<file path="src/rtl/pixel_load_if.sv">
// Bundle of command, RAM-read and pixel-delivery signals for pixel_load_sequencer.
//
// Handshake: a pixel transfers on a rising clk edge where pix_valid && pix_ready.
// Once pix_valid is high it stays high, and pix_data stays stable, until that
// transfer happens. pix_ready may change freely. The RAM side has no handshake.
// mem_rd_en is a one-cycle strobe, and mem_rdata returns the addressed byte on
// the following cycle.
interface pixel_load_if #(
  parameter int ADDR_W = 16,
  parameter int CNT_W  = 16
);
  logic              start;
  logic [ADDR_W-1:0] base_addr;
  logic [CNT_W-1:0]  count;
  logic              busy;
  logic              done;
  logic              mem_rd_en;
  logic [ADDR_W-1:0] mem_addr;
  logic [7:0]        mem_rdata;
  logic              pix_valid;
  logic [15:0]       pix_data;
  logic              pix_ready;

  // Environment side: issues commands, models the RAM and consumes pixels.
  modport master (
    output start, base_addr, count, mem_rdata, pix_ready,
    input  busy, done, mem_rd_en, mem_addr, pix_valid, pix_data
  );

  // Sequencer side.
  modport slave (
    input  start, base_addr, count, mem_rdata, pix_ready,
    output busy, done, mem_rd_en, mem_addr, pix_valid, pix_data
  );
endinterface

</file>
<file path="src/rtl/pixel_load_sequencer.sv">
// Burst pixel loader. It reads count bytes from the image RAM starting at
// base_addr and zero-extends each one to 16 bits. Each pixel is delivered through
// a 2-entry buffer, so the RAM read latency and consumer stalls never drop or
// repeat a pixel.
module pixel_load_sequencer #(
  parameter int ADDR_W = 16,
  parameter int CNT_W  = 16
) (
  input  logic         clk,
  input  logic         reset,
  pixel_load_if.slave  bus,
  output logic [1:0]   dbg_state
);

  typedef enum logic [1:0] {
    S_IDLE = 2'd0,
    S_RUN  = 2'd1,
    S_DONE = 2'd2
  } state_t;

  state_t            state, state_nxt;
  logic [ADDR_W-1:0] addr_q;
  logic [CNT_W-1:0]  cnt_q;
  logic [CNT_W-1:0]  issued_q;
  logic [CNT_W-1:0]  delivered_q;
  logic              inflight_q;
  logic [1:0]        occ_q;
  logic [15:0]       ent0_q;
  logic [15:0]       ent1_q;

  logic              accept;
  logic              pop;
  logic              push;
  logic              issue;
  logic              last_pop;
  logic [2:0]        fill;
  logic [15:0]       din;

  // Datapath control terms shared by the FSM and the buffer.
  always_comb begin
    accept   = bus.start && (state != S_RUN);
    pop      = (occ_q != 2'd0) && bus.pix_ready;
    push     = inflight_q;
    // Buffer slots committed after this cycle. Pop implies occ >= 1, so the subtraction cannot wrap.
    fill     = {1'b0, occ_q} + {2'b00, inflight_q} - {2'b00, pop};
    issue    = (state == S_RUN) && (issued_q < cnt_q) && (fill < 3'd2);
    last_pop = (state == S_RUN) && pop && (delivered_q == cnt_q - CNT_W'(1));
    din      = {8'h00, bus.mem_rdata};
  end

  // FSM state register.
  always_ff @(posedge clk) begin
    if (reset) state <= S_IDLE;
    else       state <= state_nxt;
  end

  // FSM next-state logic. DONE accepts a new start just like IDLE.
  always_comb begin
    state_nxt = state;
    case (state)
      S_IDLE, S_DONE: begin
        if (bus.start)             state_nxt = (bus.count == '0) ? S_DONE : S_RUN;
        else if (state == S_DONE)  state_nxt = S_IDLE;
      end
      S_RUN: begin
        if (last_pop) state_nxt = S_DONE;
      end
      default: state_nxt = S_IDLE;
    endcase
  end

  // FSM and datapath outputs.
  always_comb begin
    bus.busy      = (state == S_RUN);
    bus.done      = (state == S_DONE);
    bus.mem_rd_en = issue;
    bus.mem_addr  = addr_q;
    bus.pix_valid = (occ_q != 2'd0);
    bus.pix_data  = ent0_q;
    dbg_state     = state;
  end

  // Burst counters, read address and the in-flight flag for the pending RAM read.
  always_ff @(posedge clk) begin
    if (reset) begin
      addr_q      <= '0;
      cnt_q       <= '0;
      issued_q    <= '0;
      delivered_q <= '0;
      inflight_q  <= 1'b0;
    end else begin
      inflight_q <= issue;
      if (accept) begin
        addr_q      <= bus.base_addr;
        cnt_q       <= bus.count;
        issued_q    <= '0;
        delivered_q <= '0;
      end else begin
        if (issue) begin
          addr_q   <= addr_q + ADDR_W'(1);
          issued_q <= issued_q + CNT_W'(1);
        end
        if (pop) delivered_q <= delivered_q + CNT_W'(1);
      end
    end
  end

  // Two-entry output buffer. ent0 is always the head entry presented on pix_data.
  always_ff @(posedge clk) begin
    if (reset) begin
      occ_q  <= 2'd0;
      ent0_q <= '0;
      ent1_q <= '0;
    end else begin
      case ({push, pop})
        2'b10: begin
          if (occ_q == 2'd0) ent0_q <= din;
          else               ent1_q <= din;
          occ_q <= occ_q + 2'd1;
        end
        2'b01: begin
          ent0_q <= ent1_q;
          occ_q  <= occ_q - 2'd1;
        end
        2'b11: begin
          if (occ_q == 2'd1) begin
            ent0_q <= din;
          end else begin
            ent0_q <= ent1_q;
            ent1_q <= din;
          end
        end
        default: ;
      endcase
    end
  end

endmodule

</file>
<file path="src/flat_wrapper.sv">
// flat-port wrapper written by rule: the top's interface ports become plain ports
module pixel_load_sequencer_flat 
#(
  parameter int ADDR_W = 16,
  parameter int CNT_W  = 16
)
  (clk, reset, dbg_state, bus_start, bus_base_addr, bus_count, bus_mem_rdata, bus_pix_ready, bus_busy, bus_done, bus_mem_rd_en, bus_mem_addr, bus_pix_valid, bus_pix_data);
  pixel_load_if #(.ADDR_W(ADDR_W), .CNT_W(CNT_W)) bus_i ();
  input  logic clk;
  input  logic reset;
  output logic [1:0] dbg_state;
  input wire logic [$bits(bus_i.start)-1:0] bus_start;
  input wire logic [$bits(bus_i.base_addr)-1:0] bus_base_addr;
  input wire logic [$bits(bus_i.count)-1:0] bus_count;
  input wire logic [$bits(bus_i.mem_rdata)-1:0] bus_mem_rdata;
  input wire logic [$bits(bus_i.pix_ready)-1:0] bus_pix_ready;
  output wire logic [$bits(bus_i.busy)-1:0] bus_busy;
  output wire logic [$bits(bus_i.done)-1:0] bus_done;
  output wire logic [$bits(bus_i.mem_rd_en)-1:0] bus_mem_rd_en;
  output wire logic [$bits(bus_i.mem_addr)-1:0] bus_mem_addr;
  output wire logic [$bits(bus_i.pix_valid)-1:0] bus_pix_valid;
  output wire logic [$bits(bus_i.pix_data)-1:0] bus_pix_data;
  assign bus_i.start = bus_start;
  assign bus_i.base_addr = bus_base_addr;
  assign bus_i.count = bus_count;
  assign bus_i.mem_rdata = bus_mem_rdata;
  assign bus_i.pix_ready = bus_pix_ready;
  assign bus_busy = bus_i.busy;
  assign bus_done = bus_i.done;
  assign bus_mem_rd_en = bus_i.mem_rd_en;
  assign bus_mem_addr = bus_i.mem_addr;
  assign bus_pix_valid = bus_i.pix_valid;
  assign bus_pix_data = bus_i.pix_data;
  pixel_load_sequencer #(.ADDR_W(ADDR_W), .CNT_W(CNT_W)) u_core (.clk(clk), .reset(reset), .bus(bus_i), .dbg_state(dbg_state));
endmodule
</file>
<file path="config.mk">
export PLATFORM = sky130hd
export DESIGN_NAME = pixel_load_sequencer_flat
export DESIGN_NICKNAME = d
export VERILOG_FILES = /design/src/rtl/pixel_load_if.sv /design/src/rtl/pixel_load_sequencer.sv /design/src/flat_wrapper.sv
export SDC_FILE = /design/constraint.sdc
export NUM_CORES = 1
export LEC_CHECK = 0
export BUFFER_PORTS_ARGS = -buffer_cell sky130_fd_sc_hd__buf_2
export CELL_PAD_IN_SITES_DETAIL_PLACEMENT = 0
export CELL_PAD_IN_SITES_GLOBAL_PLACEMENT = 1
export CORE_MARGIN = 1.5
export CORE_UTILIZATION = 25
export CTS_CLUSTER_SIZE = 16
export DETAILED_ROUTE_END_ITERATION = 10
export PLACE_DENSITY_LB_ADDON = 0.1
export SLEW_MARGIN = 20
export SYNTH_ARGS = -nofsm -noshare
export SYNTH_HDL_FRONTEND = slang
export SYNTH_SLANG_ARGS = --single-unit
</file>
<file path="constraint.sdc">
create_clock -name clk -period 7.95 [get_ports clk]
set_clock_uncertainty 0.05 [all_clocks]
set_input_delay 1.1925 -clock clk [delete_from_list [all_inputs] [get_ports clk]]
set_output_delay 1.1925 -clock clk [all_outputs]
set_load 0.03 [all_outputs]
</file>
# Word level (Yosys, flattened, before mapping)
# Cells that the tools add are included.
# totals
reg_bits	101
out_inout_bits	38
wordCells	65
# op_classes
add_sub_neg	8
n_lt_le_gt_ge	2
eq_ne	13
n_mux	14
n_reduce_logical	19
# ops
operator	count
two-way mux 16 bit	6
adder 16 x 1 -> 16 bit (second input constant)	3
case mux 16 bit (3 select lines)	1
case mux 16 bit (2 select lines)	1
== test 16 bit	1
logical NOT 16 bit	1
less-than comparator 16 bit	1
subtractor 16 x 1 -> 16 bit (second input constant)	1
two-way mux 2 bit	4
case mux 2 bit (2 select lines)	2
nonzero test 2 bit	4
== test 2 x 1 -> 1 bit (second input constant)	3
== test 2 bit (second input constant)	3
logical AND 1 bit	6
!= test 2 x 1 -> 1 bit (second input constant)	3
logical NOT 2 bit	2
!= test 2 bit (second input constant)	2
AND reduction 2 bit	2
OR reduction 2 bit	2
adder 2 x 1 -> 3 bit	1
less-than comparator 3 x 2 -> 1 bit (second input constant)	1
!= test 3 bit (second input constant)	1
AND reduction 3 bit	1
nonzero test 3 bit	1
3 further kinds	3

# Logic depth before layout (Yosys ltp)
# Gate-level depths: netlist of the first run.
# depth
word_depth	7
mapped_depth	15
ltp_nobuf	13

# Least setup slack after synthesis of the first run
# OpenSTA, ideal clock, no wires.
# synth_path
path_kind	input to output
startpoint	input port bus_pix_ready
endpoint	output port bus_mem_rd_en
arrival_time_ps	3595
required_ps	6707
setup_slack_ps	3113
stages	11
cell_sequence	nor2b_1 > clkbuf_1 > inv_1 > ha_1 > nand2b_1 > fa_1 > xor2_1 > a2111oi_4 > o21ai_2 > buf_6 > inv_1
# synth_between
elab_chain_len	4
# synth_lines
element	line	source
from (decl)	flat_wrapper.sv:16	input wire logic [$bits(bus_i.pix_ready)-1:0] bus_pix_ready;
logical AND 1 bit	pixel_load_sequencer.sv:42	pop = (occ_q != 2'd0) && bus.pix_ready;
via u_core.pop	pixel_load_sequencer.sv:32	logic pop;
subtractor 3 x 1 -> 3 bit	pixel_load_sequencer.sv:45	fill = {1'b0, occ_q} + {2'b00, inflight_q} - {2'b00, pop};
less-than comparator 3 x 2 -> 1 bit	pixel_load_sequencer.sv:46	issue = (state == S_RUN) && (issued_q < cnt_q) && (fill < 3'd2);
logical AND 1 bit	pixel_load_sequencer.sv:46	
to (decl)	flat_wrapper.sv:19	output wire logic [$bits(bus_i.mem_rd_en)-1:0] bus_mem_rd_en;
# The timed path passes the listed nets, and every way through them passes these cells.

# Worst setup path after layout of the first run
# layout_path
startpoint	input port bus_pix_ready
endpoint	output port bus_mem_rd_en
# layout_between
elab_chain_len	4
# layout_lines
element	line
logical AND 1 bit	pixel_load_sequencer.sv:42
subtractor 3 x 1 -> 3 bit	pixel_load_sequencer.sv:45
less-than comparator 3 x 2 -> 1 bit	pixel_load_sequencer.sv:46
logical AND 1 bit	pixel_load_sequencer.sv:46
# No other way between the ends.

==> results of run 1 <==
==> layout make-up <==
type / count / area, µm²
tap: 265 / 332
multi-input combinational: 471 / 3020
timing repair buffer: 79 / 410
inverter: 31 / 116
clock inverter: 6 / 93.8
sequential: 85 / 1700
fill: 2130 / 13700
clock buffer: 10 / 239
==> path summary, 6_finish.rpt <==
kind                                         start  depth (start not counted)                                   to
setup / recovery                     bus_pix_ready                         11                        bus_mem_rd_en
hold / removal    u_core.issued_q[15]$_SDFFE_PP0P_                          2     u_core.issued_q[15]$_SDFFE_PP0P_
setup reg to reg      u_core.occ_q[1]$_SDFFE_PP0N_                         12  u_core.bus.mem_addr[9]$_SDFFE_PP0P_
hold reg to reg   u_core.issued_q[15]$_SDFFE_PP0P_                          2     u_core.issued_q[15]$_SDFFE_PP0P_
==> report_power, final <==
part	internal [mW]	switching (mW)
sequential	0.473	0.0468
clock	0.286	0.184
combinational	0.153	0.293
==> sequential cells by signal (all words and copies together), names as in the netlist <==
signal	count
u_core.issued_q	16
u_core.delivered_q	16
u_core.occ_q	2
u_core.inflight_q	1
u_core.bus.pix_data	8
u_core.cnt_q	16
u_core.dbg_state	2
u_core.bus.mem_addr	16
u_core.ent1_q	8
==> kinds of logic (layout without fill, tap and decap cells) <==
family / Yosys count / count (layout)
AOI/OAI and AO/OA: 121 / 121
xor gates and xnor gates: 49 / 49
adders and majority gates: 25 / 25
buffers and inverters: 74 / 126
DFF: 85 / 85
muxes: 15 / 15
other: 1 / 8
and+or+nand+nor: 253 / 253
==> placed cells by master, fill, tap and decap left out, types with 6 or more instances in the layout <==
master and instances:
xor2_1 28, nand2_1 76, dfxtp_1 85, clkbuf_16 9, conb_1 8, mux2i_1 15, nor2_1 72, a211oi_1 17
o211ai_1 8, nand3_1 21, and3_1 12, ha_1 24, a21oi_1 33, buf_4 6, buf_2 73, a22oi_1 8
nor4_1 8, xnor2_1 21, nand4_1 14, or4_1 7, inv_1 31, o21ai_0 13, nor3_1 8, or3_1 12
a311oi_1 6
==> per-layer routing <==
layer	vias to the layer above	share of wire [%]	track usage (%)
met4	0	2.2	6.22
met1	2123	49	20.2
met2	74	45	23.7
met5	-	0	0
li1	2302	-	-
met3	20	4.4	2.62
==> synth_stat cells (5+ instances only) <==
library cell	n	share of area, %
a21oi_1	33	3.3
o31ai_1	5	0.75
nor4_1	8	1.0
a311oi_1	6	1.0
o21ai_0	13	1.3
buf_4	8	1.2
ha_1	24	6.0
or3_1	12	1.5
a22oi_1	8	1.2
dfxtp_1	85	34
mux2i_1	15	3.0
and3_1	12	1.5
xnor2_1	21	3.7
xor2_1	28	4.9
nand2_1	76	5.7
nand4_1	14	1.7
or4_1	7	1.0
nor3_1	8	0.80
nor2_1	72	5.4
o211ai_1	8	1.2
a211oi_1	17	2.5
buf_2	5	0.50
clkbuf_1	25	1.9
o21ai_1	5	0.50
inv_1	31	2.3
nand3_1	21	2.1
nand2b_1	5	0.62
==> worst register-to-register path: stages (launching register included) <==
cell,delay [ns]
dfxtp_1,0.38
inv_1,0.10
ha_1,0.22
nor2b_1,0.52
inv_1,0.13
ha_1,0.38
nand2b_1,0.18
fa_1,0.38
xor2_1,0.18
a2111oi_4,0.78
o21ai_2,0.46
or4_1,0.59
a311oi_1,0.26
==> summary.txt, run 1 <==
Outcome
  – Outcome: completed

Die
  – Total die area: 20900 µm²
  – Die Y-Extent: 145 µm
  – Die width: 145 µm
  – Io pins: 82
  – Initial Util: 25.6%
  – Rows: 51
  – Core Footprint: 19600 µm²

STA
  – Final period demand of the worst path: 6.04 ns
  – Worst hold margin: 0.442 ns
  – Slew @ Worst Pin: 1.07 ns
  – TNS Setup: 0 ns
  – Final Max Slew Viols: 0
  – Top achievable clock speed: 165 MHz
  – Final setup viols: 0
  – Slew margin rel.: 28.0%
  – Setup slack after layout: 1.91 ns
  – Final hold vios: 0
  – Post-route clock period utilization: 76.0%
  – RSZ-0062 raised after global routing: no

CTS
  – TritonCTS clock tree: built
  – Clock Latency Late Sink: 0.35 ns
  – Postcts setup bufs: 0
  – Clock Pin Slew Worst Setup and Hold Paths: 0.06 ns
  – Cts hold-fix bufs: 0
  – Clock Tree Root: clkbuf_16
  – Longest Clk Path Bufs: 2
  – CTS sink count: 85
  – TritonCTS Buffers: 9
  – Post-CTS resize count: 0
  – # H-tree levels: 3

Yosys
  – Compound-Gate Fraction of Synth Area: 16.7%
  – Average size of a mapped cell: 8.05 µm²
  – Main combinational cell family by area after synthesis: simple AND/OR/NAND/NOR gates
  – Adder-cell area share of the yosys netlist: 6.39%
  – Mapped cell area: 5010 µm²
  – Primary FF master, synth: dfxtp_1
  – Xor/xnor share of the synthesized area: 8.56%
  – Synth warn: 0
  – Post-synthesis mux area share: 2.99%
  – Post-synthesis cell count: 623
  – EDFF count, synth: 0
  – Synth unique cells: 59
  – Sequential area share after synthesis: 33.9%
  – Ys async rst share: 0%
  – #FFs+latches synth: 85
  – Area share of and/or/nand/nor cells after synthesis: 24.9%

Detailed routing
  – Via count: 4519
  – Via density: 4.77
  – DR DRC count: 0
  – Detailed Route WL: 14800 µm
  – Post-route ant nets: 0
  – Wirelength per Cell: 15.6 µm
  – DR iter-0 viols: 210
  – Drt pass-1 iters: 4

Placement
  – Post-place instance area: 5580 µm²
  – Pre-CTS WS: 1.87 ns
  – DP HPWL: 11200 µm
  – Gpl congestion: 0.764
  – Placed insts: 931
  – Port-buffer cells: 73

Critical path
  – Startpoint types: input port
  – Crit-path max cell delay: 0.78 ns
  – Required @ worst endpoint: 6.71 ns
  – Register-to-register setup slack: 3.26 ns
  – CP cell instances: buf_2 > nor2b_1 > inv_1 > ha_1 > nand2b_1 > fa_1 > xor2_1 > a2111oi_4 > o21ai_2 > inv_1 > buf_2
  – Crit. End Element: output pin
  – Slowest cell on the critical path: a2111oi_4
  – Maximum fanout along the worst path: 20
  – Buf/Inv on CP: 4
  – Crit Path Category: in -> out
  – CP delay by family, top: compound AO/OA/AOI/OAI gates
  – Worst path arrival time: 4.80 ns

Pwr
  – Worst VDD drop: 0.000114 V
  – Cell area power density: 243 nW/µm²
  – Final Power: 1.44 mW
  – Static leakage: 2.25 nW

Final layout
  – Nets: 746
  – Final Cell Area: 5910 µm²
  – Fin util: 30.2%
  – Fraction of layout cells with a size suffix above 1: 15.4%
  – Antenna diodes: 0
  – P&R area growth vs syn: 17.9%
  – Non-filler instance count after layout: 947

GRT
  – GR Overflow Total: 0
  – Vias in the first global route: 4419
  – First-pass GRT wire length: 23900 µm
  – Initial antenna violation count: 0
  – Maximum number of pins on one net before global-route repair: 60
  – Total GRT Usage: 15.0%

Hold path
  – HP Class: reg -> reg

Run
  – Max-cap violations: 0
(Power assumes the default switching activity.)
==> run 2, diff against run 1 <==
==> constraint.sdc (replaced) <==
create_clock -name clk -period 5.14 [get_ports clk]
set_clock_uncertainty 0.05 [all_clocks]
set_input_delay 0.771 -clock clk [delete_from_list [all_inputs] [get_ports clk]]
set_output_delay 0.771 -clock clk [all_outputs]
set_load 0.03 [all_outputs]
==> summary.txt, run 2 (synthesis results as in run 1) <==
GRT
  – Maximum number of pins on one net before global-route repair: 48
  – Initial antenna violation count: 0
  – Total GRT Usage: 15.0%
  – First-pass GRT wire length: 24100 µm
  – GR Overflow Total: 0
  – Vias in the first global route: 4478

Final layout
  – P&R area growth vs syn: 18.2%
  – Fraction of layout cells with a size suffix above 1: 15.8%
  – Filler Cell Count: 2136
  – Commonest non-fill, non-tap cells in the layout: dfxtp_1 (85), nand2_1 (76), buf_2 (73)
  – Nets: 748
  – Antenna diodes: 0
  – Commonest non-fill, non-tap cell in the layout: dfxtp_1

Critical path
  – Crit. End Element: output pin
  – Required @ worst endpoint: 4.32 ns
  – CP delay by family, top: buffers and inverters
  – Crit Path Category: reg -> out
  – Buf/Inv on CP: 6
  – CP cell instances: inv_1 > ha_1 > nor2b_1 > buf_4 > inv_1 > ha_1 > nand2b_1 > fa_1 > xor2_1 > a2111oi_4 > buf_4 > o21ai_2 > inv_1 > buf_2
  – Slowest cell on the critical path: dfxtp_1
  – Maximum fanout along the worst path: 20
  – Crit path depth: 14
  – Crit-path max cell delay: 0.39 ns
  – Reg2reg path depth: 14
  – Startpoint types: register
  – Worst path arrival time: 3.78 ns
  – Critical Path Most Common Cell: inv_1

Detailed routing
  – Detailed Route WL: 14900 µm
  – Drt pass-1 iters: 4
  – Post-route ant nets: 0
  – DR DRC count: 0
  – Via count: 4573
  – Via density: 4.82
  – Wirelength per Cell: 15.7 µm
  – DR iter-0 viols: 239

Placement
  – Gpl congestion: 0.796
  – Pre-CTS WS: 0.731 ns
  – Port-buffer cells: 73
  – DP HPWL: 11300 µm

Outcome
  – Outcome: completed

STA
  – Final Max Slew Viols: 0
  – Slew @ Worst Pin: 0.754 ns
  – Top achievable clock speed: 217 MHz
  – Setup slack after layout: 0.542 ns
  – Final period demand of the worst path: 4.60 ns
  – TNS Setup: 0 ns
  – Slew margin rel.: 49.7%
  – Final setup viols: 0
  – Final hold vios: 0
  – Post-route clock period utilization: 89.5%
  – RSZ-0062 raised after global routing: no

Pwr
  – Clk pwr share: 32.8%
  – Cell area power density: 377 nW/µm²
  – Comb pwr share: 31.3%
  – Sequential power share: 36.0%
  – Worst VDD drop: 0.000169 V
  – Static leakage: 2.27 nW
  – Internal power: 1.42 mW
  – Net switching power: 0.816 mW
  – Switching share of total power: 36.5%

Die
  – Core Footprint: 19600 µm²
  – Io pins: 82
  – Rows: 51
  – Total die area: 20900 µm²
  – Die width: 145 µm
  – Die Y-Extent: 145 µm
  – Initial Util: 25.6%

CTS
  – Clock Latency Late Sink: 0.34 ns
  – Post-CTS resize count: 0
  – TritonCTS Buffers: 9
  – CTS sink count: 85
  – Cts hold-fix bufs: 0
  – Clock Pin Slew Worst Setup and Hold Paths: 0.06 ns
  – Postcts setup bufs: 0
  – Clock Tree Root: clkbuf_16
  – # H-tree levels: 3
  – Longest Clk Path Bufs: 2
  – TritonCTS clock tree: built

Hold path
  – HP Class: reg -> reg
  – Hold depth: 2

Run
  – Max-cap violations: 0
-- run 2: cell types whose count changed in the layout (fill, tap and decap cells not counted), sizes merged --
cell  previous run  this run
buf             79        81
-- run 2: path summary, 6_finish.rpt --
kind | start | end | slack, ns
max | u_core.occ_q[1]$_SDFFE_PP0N_ | bus_mem_rd_en | 0.54
min | u_core.issued_q[15]$_SDFFE_PP0P_ | u_core.issued_q[15]$_SDFFE_PP0P_ | 0.44
max reg2reg | u_core.occ_q[1]$_SDFFE_PP0N_ | u_core.bus.mem_addr[11]$_SDFFE_PP0P_ | 1.20
min reg2reg | u_core.issued_q[15]$_SDFFE_PP0P_ | u_core.issued_q[15]$_SDFFE_PP0P_ | 0.44
-- run 2: metal layers --
metal	wire, µm	track usage [%]	vias up
li1	-	-	2302
met1	7370	20.2	2184
met2	6850	24.1	70
met3	443	2.65	17
met4	283	5.37	0
met5	0	0	-
-- run 2: layout make-up --
| type | count | area (µm²) | area share, % |
|---|---|---|---|
| timing repair buffer | 81 | 425 | 7.17 |
| multi-input combinational | 471 | 3020 | 51.0 |
| inverter | 31 | 116 | 1.96 |
| clock inverter | 6 | 93.8 | 1.58 |
| sequential | 85 | 1700 | 28.7 |
| tap | 265 | 332 | 5.59 |
| clock buffer | 10 | 239 | 4.03 |
-- run 2: stage by stage --
step,utilization (%),power [mW],cell area (µm²),hold WS (ns),cells
after floorplan,-,1.33,5040,0.398,630
after detailed placement,28.5,1.52,5590,0.430,933
final,30.3,2.24,5930,0.440,949
after CTS,30.2,2.27,5930,0.440,949
after global routing,30.3,2.38,5930,0.461,949
after global placement,28.5,1.51,5590,0.420,933
-- run 2: worst reg2reg max path, stage by stage, from the launching register on --
cell and delay [ns]:
dfxtp_1 0.39, inv_1 0.10, ha_1 0.22, nor2b_1 0.11, buf_4 0.17, inv_1 0.08, ha_1 0.34, nand2b_1 0.17
fa_1 0.38, xor2_1 0.18, a2111oi_4 0.32, buf_4 0.25, o21ai_2 0.25, or4_1 0.56, a311oi_1 0.26
-- run 2: power by group through the flow --
stage | registers, mW | clock network [mW] | logic [mW]
2_1_floorplan | 0.880 | 0 | 0.454
3_3_place_gp | 0.819 | 0 | 0.695
3_5_place_dp | 0.821 | 0 | 0.702
4_1_cts | 0.807 | 0.759 | 0.706
5_1_grt | 0.817 | 0.786 | 0.773
6_report | 0.805 | 0.733 | 0.699
